==> config.mk <==
export PLATFORM = sky130hd
export DESIGN_NAME = regfile_wb_arbiter
export DESIGN_NICKNAME = d
export VERILOG_FILES = /design/src/rtl/regfile_wb_arbiter.sv
export SDC_FILE = /design/constraint.sdc
export NUM_CORES = 1
export LEC_CHECK = 0
export CAP_MARGIN = 20
export CORE_ASPECT_RATIO = 1.5
export CORE_MARGIN = 5
export CORE_UTILIZATION = 35
export CTS_BUF_LIST = sky130_fd_sc_hd__clkbuf_8
export CTS_CLUSTER_DIAMETER = 50
export DETAILED_ROUTE_END_ITERATION = 8
export PLACE_DENSITY = 0.7
export SKIP_LAST_GASP = 1
export SLEW_MARGIN = 25
export SYNTH_ARGS = -nofsm -noshare
export SYNTH_HDL_FRONTEND = slang
export SYNTH_SLANG_ARGS = --single-unit
==> constraint.sdc <==
create_clock -name clk -period 2 [get_ports clk]
set_input_delay 0.4 -clock clk [delete_from_list [all_inputs] [get_ports clk]]
set_output_delay 0.4 -clock clk [all_outputs]
set_load 0.005 [all_outputs]
==> src/rtl/regfile_wb_arbiter.sv <==
// regfile_wb_arbiter: round-robin share of the register-file write port plus a busy scoreboard
module regfile_wb_arbiter #(
  parameter int NREQ = 2,
  parameter int DISCARD_R0 = 1
) (
  input  logic              clk,
  input  logic              rst_n,
  input  logic              stall,
  input  logic [NREQ-1:0]   req_valid,
  output logic [NREQ-1:0]   req_ready,
  input  logic [NREQ*5-1:0] req_wa,
  input  logic [NREQ*32-1:0] req_wd,
  output logic              RegWrite,
  output logic [4:0]        wa,
  output logic [31:0]       wd,
  input  logic              reserve_valid,
  input  logic [4:0]        reserve_wa,
  input  logic [4:0]        ra1,
  input  logic [4:0]        ra2,
  output logic              hazard1,
  output logic              hazard2,
  output logic [31:0]       busy,
  output logic [15:0]       commit_cnt
);
  localparam int PW = (NREQ > 1) ? $clog2(NREQ) : 1;
  logic [PW-1:0] rr_ptr, g;
  logic          any, go;
  logic [4:0]    sel_wa;
  logic [31:0]   sel_wd, busy_nxt;
  // Walk from farthest to nearest so the requester closest after rr_ptr wins.
  always_comb begin
    g = '0;
    any = 1'b0;
    for (int k = NREQ; k >= 1; k--) begin
      if (req_valid[(int'(rr_ptr) + k) % NREQ]) begin
        g = PW'((int'(rr_ptr) + k) % NREQ);
        any = 1'b1;
      end
    end
  end
  assign go        = any && !stall;
  assign req_ready = go ? (NREQ'(1) << g) : '0;
  assign sel_wa    = req_wa[5*g +: 5];
  assign sel_wd    = req_wd[32*g +: 32];
  assign hazard1   = busy[ra1];
  assign hazard2   = busy[ra2];
  // Commit clears first so a same-edge reserve of the same register keeps it busy.
  always_comb begin
    busy_nxt = busy;
    if (RegWrite) busy_nxt[wa] = 1'b0;
    if (reserve_valid) busy_nxt[reserve_wa] = 1'b1;
    if (DISCARD_R0 != 0) busy_nxt[0] = 1'b0;
  end
  always_ff @(posedge clk) begin
    if (!rst_n) begin
      RegWrite   <= 1'b0;
      wa         <= '0;
      wd         <= '0;
      busy       <= '0;
      commit_cnt <= '0;
      rr_ptr     <= PW'(NREQ - 1);
    end else begin
      RegWrite   <= go && !(DISCARD_R0 != 0 && sel_wa == 5'd0);
      busy       <= busy_nxt;
      commit_cnt <= commit_cnt + 16'(RegWrite);
      if (go) begin
        rr_ptr <= g;
        wa     <= sel_wa;
        wd     <= sel_wd;
      end
    end
  end
endmodule

==> results.py <==
metrics = {
    "power_and_ir_drop": {
        "pwr-share-clk_pct": 33.7,
        "power.switching_w": 0.000973,
        "combPwrFrac_pct": 19.9,
        "p_leak_nw": 2.46,
        "p_per_area_nw_per_um2": 591,
        "ir_drop_mv": 0.391,
        "p_int_w": 0.00297,
        "power_frac_seq_pct": 46.4,
        "switching_share_pct": 24.7,
    },
    "final_layout": {
        "diodes": 0,
        "fillers": 940,
        "syn_to_final_growth_pct": 66.6,
        "drive_gt1_share_pct": 14.6,
        "final_nets": 764,
        "utilization_pct": 60.0,
        "final_cell_count_no_fill": 819,
    },
    "placement": {
        "dp_hpwl_mm": 12.0,
        "portBuffers": 183,
        "dp_slack_ns": -0.877,
        "routabilityCongestion": 0.863,
        "dp.cells": 797,
    },
    "global_routing": {
        "grt_overflow": 0,
        "grt_pass1_vias": 4720,
        "grt_usage_pct": 21.9,
        "grt_max_degree": 35,
        "grt_pass1_wl_mm": 24.0,
        "antenna_found_initial": 0,
    },
    "timing": {
        "hold_slack_ns": 0.490,
        "fmax_ghz": 0.469,
        "rsz0062_at_grt": "yes",
        "finalMaxSlewViolations": 0,
        "setup_viol": 2,
        "fin_crit_ns": 2.13,
        "hold_viol_final": 0,
        "fin_skew_ns": 0.00916,
        "fin_ws_ns": -0.132,
        "timing.final.crit_share_pct": 107,
        "fin_setup_tns_ns": -0.181,
    },
    "clock_tree": {
        "ctsHoldBuffers": 0,
        "insertion_delay_ns": 0.36,
        "numClockSinks": 86,
        "clockBufferDepth": 2,
        "cts_tree": "built",
        "cts-root-buf": "clkbuf_8",
        "cts_made_buffers": 9,
        "ctsHtreeMaxLevel": 3,
        "clk_pin_slew_ns": 0.08,
    },
    "drt": {
        "drtPass1Iterations": 5,
        "drtIter0Drc": 271,
        "vias": 4521,
        "drc_errors": 0,
        "routedWlPerCell_um": 18.9,
        "avgViaCountPerCell": 5.52,
        "final_antenna_net_count": 0,
        "routed_wl_mm": 15.4,
    },
    "critical_path": {
        "required_ns": 1.60,
        "reg2reg_depth": 5,
        "critPathKind": "reg2out",
        "critPathLaunchType": "flip-flop",
        "worstSetupEndpointType": "output pin",
        "worstPathMaxFanout": 3,
        "cp.arrival_ns": 1.73,
    },
    "synth": {
        "synth-edff-count": 0,
        "ys_ff_latch": 86,
        "synth_cell_type_count": 43,
        "synth_flop_cell": "dfxtp_1",
        "synth_nets": 555,
        "async_flop_share_pct": 0,
        "syn_area_um2": 4000,
        "yosysWarnings": 0,
        "syn_area_per_cell_um2": 8.74,
        "seq_area_frac_synth_pct": 43.0,
        "synthCells": 458,
    },
    "job": {
        "maxCapViolCount": 0,
    },
    "worst_hold_path": {
        "hold_class": "reg2reg",
        "holdPathStages": 2,
    },
    "run_status": {
        "status": "finished with violations",
        "violations": "setup timing",
    },
    "floorplan": {
        "core_um2": 11100,
        "fp.dieH_um": 141,
        "initial_core_util_pct": 36.0,
        "die-width_um": 97.3,
        "die-area_um2": 13700,
        "num_rows": 47,
        "io_pins": 185,
    },
}
[repair_timing]
item	4_1_cts	5_1_grt
pin swaps	3	3
endpoints found under the setup margin	4	4
resized for setup	42	9
gates cloned	2	0
hold endpoints to repair	0	0
setup buffers	4	0
[area by class of cell]
class / instances / area (um^2) / share of cell area, %
multi-input combinational: 334 / 2250 / 33.8
timing repair buffer: 231 / 2270 / 34.0
tap: 147 / 184 / 2.76
clock inverter: 6 / 77.6 / 1.16
inverter: 5 / 18.8 / 0.281
sequential: 86 / 1730 / 25.9
clock buffer: 10 / 138 / 2.06
[cell usage in the layout, fill, tap and decap left out, drive strengths merged, types with 3 or more instances in the layout]
cell type,n
a211oi,7
a21oi,41
a222oi,32
a22oi,4
and2,4
and3,4
buf,50
clkbuf,10
clkdlybuf4s50,173
dfxtp,86
dlygate4sd2,4
inv,7
mux2i,23
mux4,6
nand2,42
nand2b,4
nand3,13
nand3b,5
nand4,7
nor2,61
nor2b,5
nor3b,4
o21ai,34
or3,5
or4,3
xnor2,5
xor2,5
[cell families (layout without fill, tap and decap cells)]
logic type	count (synthesis)	count (layout)	share of synthesized area [%]
buffers and inverters	38	252	3.91
adders and majority gates	2	2	0.625
xor gates and xnor gates	10	10	2.19
other	1	1	0.0937
DFF	86	86	43.0
muxes	29	29	9.12
AOI/OAI and AO/OA	127	127	21.3
and+or+nand+nor	165	165	19.8
[cell usage after synthesis (2+ instances only)]
| master | number | area share (%) |
|---|---|---|
| nor2_1 | 61 | 5.7 |
| o2111ai_1 | 2 | 0.44 |
| ha_1 | 2 | 0.62 |
| xor2_1 | 5 | 1.1 |
| nand2_1 | 42 | 3.9 |
| and2_1 | 4 | 0.62 |
| clkbuf_1 | 23 | 2.2 |
| nand3_1 | 13 | 1.6 |
| nor4_1 | 2 | 0.31 |
| nor3_1 | 2 | 0.25 |
| or3b_2 | 2 | 0.44 |
| mux2i_1 | 23 | 5.7 |
| or3_1 | 4 | 0.62 |
| o211ai_1 | 2 | 0.37 |
| nor2b_1 | 5 | 0.78 |
| a22oi_1 | 4 | 0.75 |
| a222oi_1 | 32 | 8.0 |
| nand3b_1 | 5 | 0.94 |
| o21ai_0 | 34 | 4.2 |
| nand4_1 | 6 | 0.94 |
| mux4_2 | 6 | 3.4 |
| nor3b_1 | 4 | 0.75 |
| nand2b_1 | 4 | 0.62 |
| and3_1 | 3 | 0.47 |
| xnor2_1 | 5 | 1.1 |
| inv_1 | 5 | 0.47 |
| dfxtp_1 | 86 | 43 |
| a21oi_1 | 41 | 5.1 |
| buf_2 | 8 | 1.0 |
| a211oi_1 | 7 | 1.3 |
| or4_1 | 3 | 0.56 |
| and3b_1 | 2 | 0.44 |
[registers in the layout, summed over array words and instances, names as in the netlist]
| name | count |
|---|---|
| wd | 32 |
| busy | 31 |
| commit_cnt | 16 |
| wa | 5 |
| RegWrite | 1 |
| rr_ptr | 1 |
[critical path, stage by stage (launching register included)]
cell and delay [ns]:
dfxtp_1 0.37, mux4_2 0.50, o2111ai_2 0.18, nand4_1 0.16, buf_2 0.17
[power groups by stage]
stage / registers [W] / logic, W / clock network (W)
2_1_floorplan: 0.00186 / 0.000273 / 0
3_3_place_gp: 0.00186 / 0.000739 / 0
3_5_place_dp: 0.00187 / 0.000749 / 0
4_1_cts: 0.00183 / 0.000779 / 0.00137
5_1_grt: 0.00184 / 0.000841 / 0.00144
6_report: 0.00183 / 0.000784 / 0.00133
[metrics by stage]
step	cell area (um^2)	power [W]
floorplan	4000	0.00213
global placement	6260	0.00260
detailed placement	6260	0.00262
CTS	6650	0.00398
global route	6670	0.00412
finish	6670	0.00394
[path summary, 6_finish.rpt]
check	from	end	slack (ns)
max	busy[19]	hazard1	-0.13
min	commit_cnt[15]	commit_cnt[15]	0.49
max reg2reg	RegWrite	commit_cnt[15]	0.22
min reg2reg	commit_cnt[15]	commit_cnt[15]	0.49
[layer usage]
layer | routed length (um) | vias to the layer above | track usage (%)
met4 | 813 | 0 | 12.6
met3 | 1610 | 47 | 8.35
met2 | 7880 | 244 | 40.2
met5 | 0 | - | 0
li1 | - | 2121 | -
met1 | 5140 | 2109 | 20.7
(Power assumes the default switching activity.)
